**src/rtl/l3_refill_ctrl_if.sv**
```systemverilog
// rtl/l3_refill_ctrl_if.sv - main-memory req/ack bus between the L3 refill controller and memory
interface l3_refill_ctrl_if #(
    parameter int ADDR_WIDTH = 32,
    parameter int DATA_WIDTH = 32
);
    logic                  mem_req_o;
    logic                  mem_we_o;
    logic [ADDR_WIDTH-1:0] mem_addr_o;
    logic [DATA_WIDTH-1:0] mem_wdata_o;
    logic [3:0]            mem_byte_en_o;
    logic                  mem_ack_i;
    logic [DATA_WIDTH-1:0] mem_rdata_i;

    modport master (
        output mem_req_o, mem_we_o, mem_addr_o, mem_wdata_o, mem_byte_en_o,
        input  mem_ack_i, mem_rdata_i
    );

    modport slave (
        input  mem_req_o, mem_we_o, mem_addr_o, mem_wdata_o, mem_byte_en_o,
        output mem_ack_i, mem_rdata_i
    );
endinterface

```
**src/rtl/l3_refill_ctrl.sv**
```systemverilog
// rtl/l3_refill_ctrl.sv - L3 miss/refill and write-through controller (optional timeout: L3_REFILL_TIMEOUT_EN)
module l3_refill_ctrl #(
    parameter int                    ADDR_WIDTH     = 32,
    parameter int                    DATA_WIDTH     = 32,
    parameter logic [DATA_WIDTH-1:0] PENDING_DATA   = 32'hDEADBEEF,
    parameter int                    TIMEOUT_CYCLES = 64
) (
    input  logic                  clk,
    input  logic                  rst_n,
    input  logic                  l3_req_i,
    input  logic [ADDR_WIDTH-1:0] addr_i,
    input  logic                  wr_en_i,
    input  logic [DATA_WIDTH-1:0] wr_data_i,
    input  logic [3:0]            byte_en_i,
    input  logic                  l3_cache_hit_i,
    l3_refill_ctrl_if.master      mem,
    output logic [DATA_WIDTH-1:0] main_mem_data_o,
    output logic                  stall_o,
    output logic                  timeout_o
);
    typedef enum logic [1:0] {IDLE, REQ, FILL, DONE} state_t;

    state_t                state_q, state_d;
    logic [ADDR_WIDTH-1:0] addr_q, addr_d;
    logic                  we_q, we_d;
    logic [DATA_WIDTH-1:0] wdata_q, wdata_d;
    logic [3:0]            be_q, be_d;
    logic [DATA_WIDTH-1:0] rdata_q, rdata_d;
    logic                  need;

    // A read hit is served by the L3 alone; misses and every store go to memory.
    assign need = l3_req_i & (wr_en_i | ~l3_cache_hit_i);

`ifdef L3_REFILL_TIMEOUT_EN
    localparam int CNT_W = (TIMEOUT_CYCLES > 1) ? $clog2(TIMEOUT_CYCLES) : 1;

    logic [CNT_W-1:0] cnt_q, cnt_d;
    logic             to_q, to_d;

    // Wait counter and the flag marking a FILL that follows an abort.
    always_ff @(posedge clk or negedge rst_n) begin
        if (!rst_n) begin
            cnt_q <= '0;
            to_q  <= 1'b0;
        end else begin
            cnt_q <= cnt_d;
            to_q  <= to_d;
        end
    end

    // Clear on REQ entry, count unacked REQ cycles, flag the abort on the last one.
    always_comb begin
        cnt_d = cnt_q;
        to_d  = to_q;
        if (state_q == IDLE && need) begin
            cnt_d = '0;
            to_d  = 1'b0;
        end else if (state_q == REQ && !mem.mem_ack_i) begin
            if (cnt_q == CNT_W'(TIMEOUT_CYCLES - 1)) begin
                to_d = 1'b1;
            end else begin
                cnt_d = cnt_q + CNT_W'(1);
            end
        end
    end

    assign timeout_o = (state_q == FILL) & to_q;
`else
    logic unused_timeout_cfg;
    assign unused_timeout_cfg = (TIMEOUT_CYCLES > 0);
    assign timeout_o          = 1'b0;
`endif

    // State and latched transaction registers.
    always_ff @(posedge clk or negedge rst_n) begin
        if (!rst_n) begin
            state_q <= IDLE;
            addr_q  <= '0;
            we_q    <= 1'b0;
            wdata_q <= '0;
            be_q    <= '0;
            rdata_q <= '0;
        end else begin
            state_q <= state_d;
            addr_q  <= addr_d;
            we_q    <= we_d;
            wdata_q <= wdata_d;
            be_q    <= be_d;
            rdata_q <= rdata_d;
        end
    end

    // Next state, latching and stall; DONE ignores l3_req_i so the retiring access cannot re-trigger.
    always_comb begin
        state_d = state_q;
        addr_d  = addr_q;
        we_d    = we_q;
        wdata_d = wdata_q;
        be_d    = be_q;
        rdata_d = rdata_q;
        stall_o = 1'b0;
        case (state_q)
            IDLE: begin
                stall_o = need;
                if (need) begin
                    addr_d  = addr_i;
                    we_d    = wr_en_i;
                    wdata_d = wr_data_i;
                    be_d    = byte_en_i;
                    state_d = REQ;
                end
            end
            REQ: begin
                stall_o = 1'b1;
                if (mem.mem_ack_i) begin
                    rdata_d = mem.mem_rdata_i;
                    state_d = FILL;
                end
`ifdef L3_REFILL_TIMEOUT_EN
                else if (cnt_q == CNT_W'(TIMEOUT_CYCLES - 1)) begin
                    state_d = FILL;
                end
`endif
            end
            FILL: begin
                stall_o = 1'b1;
                state_d = DONE;
            end
            DONE: begin
                state_d = IDLE;
            end
            default: state_d = IDLE;
        endcase
    end

    // Fill value toward the L3: read data, zero for stores, sentinel otherwise.
    always_comb begin
        main_mem_data_o = PENDING_DATA;
        if (state_q == FILL) begin
            main_mem_data_o = we_q ? '0 : rdata_q;
`ifdef L3_REFILL_TIMEOUT_EN
            if (to_q) begin
                main_mem_data_o = PENDING_DATA;
            end
`endif
        end
    end

    assign mem.mem_req_o     = (state_q == REQ);
    assign mem.mem_we_o      = (state_q == REQ) & we_q;
    assign mem.mem_addr_o    = addr_q;
    assign mem.mem_wdata_o   = wdata_q;
    assign mem.mem_byte_en_o = be_q;
endmodule
```
**src/flat_wrapper.sv**
```systemverilog
// flat-port wrapper written by rule: the top's interface ports become plain ports
module l3_refill_ctrl_flat 
#(
    parameter int                    ADDR_WIDTH     = 32,
    parameter int                    DATA_WIDTH     = 32,
    parameter logic [DATA_WIDTH-1:0] PENDING_DATA   = 32'hDEADBEEF,
    parameter int                    TIMEOUT_CYCLES = 64
)
  (clk, rst_n, l3_req_i, addr_i, wr_en_i, wr_data_i, byte_en_i, l3_cache_hit_i, main_mem_data_o, stall_o, timeout_o, mem_mem_req_o, mem_mem_we_o, mem_mem_addr_o, mem_mem_wdata_o, mem_mem_byte_en_o, mem_mem_ack_i, mem_mem_rdata_i);
  l3_refill_ctrl_if #(.ADDR_WIDTH(ADDR_WIDTH), .DATA_WIDTH(DATA_WIDTH)) mem_i ();
  input  logic clk;
  input  logic rst_n;
  input  logic l3_req_i;
  input  logic [ADDR_WIDTH-1:0] addr_i;
  input  logic wr_en_i;
  input  logic [DATA_WIDTH-1:0] wr_data_i;
  input  logic [3:0] byte_en_i;
  input  logic l3_cache_hit_i;
  output logic [DATA_WIDTH-1:0] main_mem_data_o;
  output logic stall_o;
  output logic timeout_o;
  output wire logic [$bits(mem_i.mem_req_o)-1:0] mem_mem_req_o;
  output wire logic [$bits(mem_i.mem_we_o)-1:0] mem_mem_we_o;
  output wire logic [$bits(mem_i.mem_addr_o)-1:0] mem_mem_addr_o;
  output wire logic [$bits(mem_i.mem_wdata_o)-1:0] mem_mem_wdata_o;
  output wire logic [$bits(mem_i.mem_byte_en_o)-1:0] mem_mem_byte_en_o;
  input wire logic [$bits(mem_i.mem_ack_i)-1:0] mem_mem_ack_i;
  input wire logic [$bits(mem_i.mem_rdata_i)-1:0] mem_mem_rdata_i;
  assign mem_mem_req_o = mem_i.mem_req_o;
  assign mem_mem_we_o = mem_i.mem_we_o;
  assign mem_mem_addr_o = mem_i.mem_addr_o;
  assign mem_mem_wdata_o = mem_i.mem_wdata_o;
  assign mem_mem_byte_en_o = mem_i.mem_byte_en_o;
  assign mem_i.mem_ack_i = mem_mem_ack_i;
  assign mem_i.mem_rdata_i = mem_mem_rdata_i;
  l3_refill_ctrl #(.ADDR_WIDTH(ADDR_WIDTH), .DATA_WIDTH(DATA_WIDTH), .PENDING_DATA(PENDING_DATA), .TIMEOUT_CYCLES(TIMEOUT_CYCLES)) u_core (.clk(clk), .rst_n(rst_n), .l3_req_i(l3_req_i), .addr_i(addr_i), .wr_en_i(wr_en_i), .wr_data_i(wr_data_i), .byte_en_i(byte_en_i), .l3_cache_hit_i(l3_cache_hit_i), .mem(mem_i), .main_mem_data_o(main_mem_data_o), .stall_o(stall_o), .timeout_o(timeout_o));
endmodule
```
**config.mk**
```make
export PLATFORM = sky130hd
export DESIGN_NAME = l3_refill_ctrl_flat
export DESIGN_NICKNAME = d
export VERILOG_FILES = /design/src/rtl/l3_refill_ctrl_if.sv /design/src/rtl/l3_refill_ctrl.sv /design/src/flat_wrapper.sv
export SDC_FILE = /design/constraint.sdc
export NUM_CORES = 1
export LEC_CHECK = 0
export CORE_UTILIZATION = 37
export CTS_CLUSTER_DIAMETER = 120
export DETAILED_ROUTE_END_ITERATION = 10
export PLACE_DENSITY = 0.77
export SYNTH_ARGS = -nofsm -noshare
export SYNTH_HDL_FRONTEND = slang
export SYNTH_SLANG_ARGS = --single-unit
```
**constraint.sdc**
```tcl
create_clock -name clk -period 1.4 [get_ports clk]
set_input_delay 0.21 -clock clk [delete_from_list [all_inputs] [get_ports clk]]
set_output_delay 0.21 -clock clk [all_outputs]
set_load 0.05 [all_outputs]
```
==> qor.yml <==
place_inst: 650
wl_per_cell_um: 20.0
nNetsFinal: 669
cp.required_ns: 1.19
peakVddDrop_v: 0.00206
cap_viol_max_count: 0
regToRegEndpoint: "u_core.mem.mem_wdata_o[6]"
gp_congestion: 0.730
skew_ns: 0.00726
fin_crit_ns: 1.77
setup_tns_ns: -33.03
ant_nets: 0
regArea_um2: 2580
max_freq_mhz: 565
vias: 3388
antenna_cells: 0
row_count: 38
die_h_um: 109
cp-start-kind: "register"
crit_chain: "inv_2 -> ha_4 -> nor2b_4 -> buf_6 -> and2_4 -> buf_12"
ys_ff_latch: 103
htreeDepth: 3
cts.sinks: 103
drc: 0
finalPower_uw: 26600
grt.total_usage: 0.228
grt_pass1_wl_um: 20200
antenna_found_initial: 0
setup_viol: 138
cp_slowest_cell: "dfrtp_1"
clkLatencyLatePin_ns: 0.33
layout_common_cells: "clkdlybuf4s50_1, dfrtp_1, mux2_4"
cp-startpoint: "u_core.state_q[0]"
ys_warn_count: 0
syn_avg_cell_area_um2: 14.3
synthCells: 297
start_util: 0.386
path_clk_slew_ns: 0.07
hold_viol_final: 0
r2r_slack_ns: -0.26
drtIter0Drc: 98
cts_tree: "done"
place_ws_ns: -0.395
drtPass1Iterations: 4
rsz0062_at_grt: "true"
mostFrequentLayoutCell: "clkdlybuf4s50_1"
worst_slack_ns: -0.368
numPortBuffers: 208
ys_seq_area_frac: 0.606
p_per_area_nw_per_um2: 2930
routed_wl_um: 14000
die_w_um: 109
ys_types: 20
syn_to_final_growth_pct: 113
finalCritPeriodShare: 1.26
p_leak_uw: 0.00434
cpPeakStageDelay_ns: 0.39
grt_max_degree: 45
end_kind: "output port"
grt_pass1_vias: 3733
rr_startpoint: "u_core.state_q[1]"
worstRegToRegCells: 7
cts_max_path_buffers: 2
cts_root_buf: "clkbuf_16"
instances_no_fill: 703
dp_hpwl_um: 8540
synth_area_um2: 4250
worstSetupPathType: "reg2out"
cp.arrival_ns: 1.56
cp_max_fo: 8
multi_input_area_um2: 2120
io_pins: 210
drive_gt1_frac: 0.565
overflow: 0
core_area_um2: 11000
status: "complete, but fails checks"
viasPerCell: 4.82
drv_slew: 0
numCtsBuffers: 9
whs_ns: 0.238
fill_cells: 553
violations: "setup timing"
hold_class: "in2async"
syn_nets: 408
dieArea_um2: 11900
[power by group]
| part | internal, µW | switching [µW] | total, µW |
|---|---|---|---|
| Sequential | 4520 | 1500 | 6020 |
| Combinational | 9420 | 8810 | 18200 |
| Clock | 1310 | 1050 | 2360 |
| Total | 15300 | 11400 | 26600 |
[critical path: cells and delay by family, from the launching register on]
family	cells	cell delay (ns)
AND/OR/NAND/NOR	2	0.31
buffers and inverters	3	0.37
adder cells (fa/ha/maj)	1	0.16
flip-flops	1	0.39
[area by class of cell]
class / count / area share
clock buffers: 14 / 0.0291
well taps: 140 / 0.0193
inverters: 29 / 0.0120
repair buffers: 265 / 0.420
flip-flops and latches: 103 / 0.284
clock inverters: 2 / 0.00165
multi-input cells: 150 / 0.233
[cells in the mapped netlist]
cell | n | area share
o221ai_1 | 1 | 0.0021
mux2_1 | 6 | 0.016
nand2_1 | 2 | 0.0018
ha_1 | 5 | 0.015
dfrtp_1 | 103 | 0.61
a21oi_1 | 1 | 0.0012
nand2b_1 | 1 | 0.0015
buf_4 | 3 | 0.0053
mux2_2 | 95 | 0.25
nor2_1 | 1 | 0.00088
mux2i_1 | 2 | 0.0047
o21ai_0 | 24 | 0.028
and2_1 | 9 | 0.013
nor2b_1 | 1 | 0.0015
clkbuf_1 | 4 | 0.0035
buf_6 | 5 | 0.013
conb_1 | 1 | 0.00088
buf_2 | 3 | 0.0035
inv_1 | 29 | 0.026
o211ai_4 | 1 | 0.0050
[worst max path at each step]
stage                                 end  slack [ns]  cells after the start
2_1_floorplan                     stall_o       -0.13                      5
3_3_place_gp   u_core.mem.mem_wdata_o[16]       -0.35                      5
3_5_place_dp    u_core.mem.mem_wdata_o[6]       -0.39                      5
4_1_cts               main_mem_data_o[29]       -0.37                      6
5_1_grt                main_mem_data_o[4]       -0.42                      6
6_report              main_mem_data_o[17]       -0.37                      6
[cell families after synthesis]
family | Yosys count | synth area share
muxes | 103 | 0.272
buffers and inverters | 44 | 0.0512
adders and majority gates | 5 | 0.0147
AOI/OAI and AO/OA | 27 | 0.0365
and+or+nand+nor | 14 | 0.0188
DFF | 103 | 0.606
other | 1 | 0.000882
[layer usage]
layer	GRT usage	routed length (µm)	part of all wire	vias up
li1	-	-	-	1528
met4	0.0629	181	0.013	0
met2	0.415	7600	0.54	135
met5	0	0	0	-
met3	0.0735	1050	0.075	12
met1	0.255	5210	0.37	1713
[state kept, by name, indices dropped and copies added, names as in the netlist]
| register | cells |
|---|---|
| u_core.mem.mem_addr_o | 32 |
| u_core.state_q | 2 |
| u_core.we_q | 1 |
| u_core.mem.mem_byte_en_o | 4 |
| u_core.mem.mem_wdata_o | 32 |
| u_core.rdata_q | 32 |
[repair_timing]
action / CTS / global route
pin swaps: 11 / 2
endpoints found under the setup margin: 138 / 138
setup buffers: 16 / 11
hold buffers: 1 / 0
resized for setup: 134 / 50
gates cloned: 10 / 4
hold endpoints to repair: 102 / 0
[stage by stage]
stage               utilization  instance area, µm²
floorplan                     -                4500
global placement          0.688                7580
detailed placement        0.688                7580
CTS                       0.797                8790
global route              0.822                9070
finish                    0.822                9070
Power figures use the tool's default switching activity.
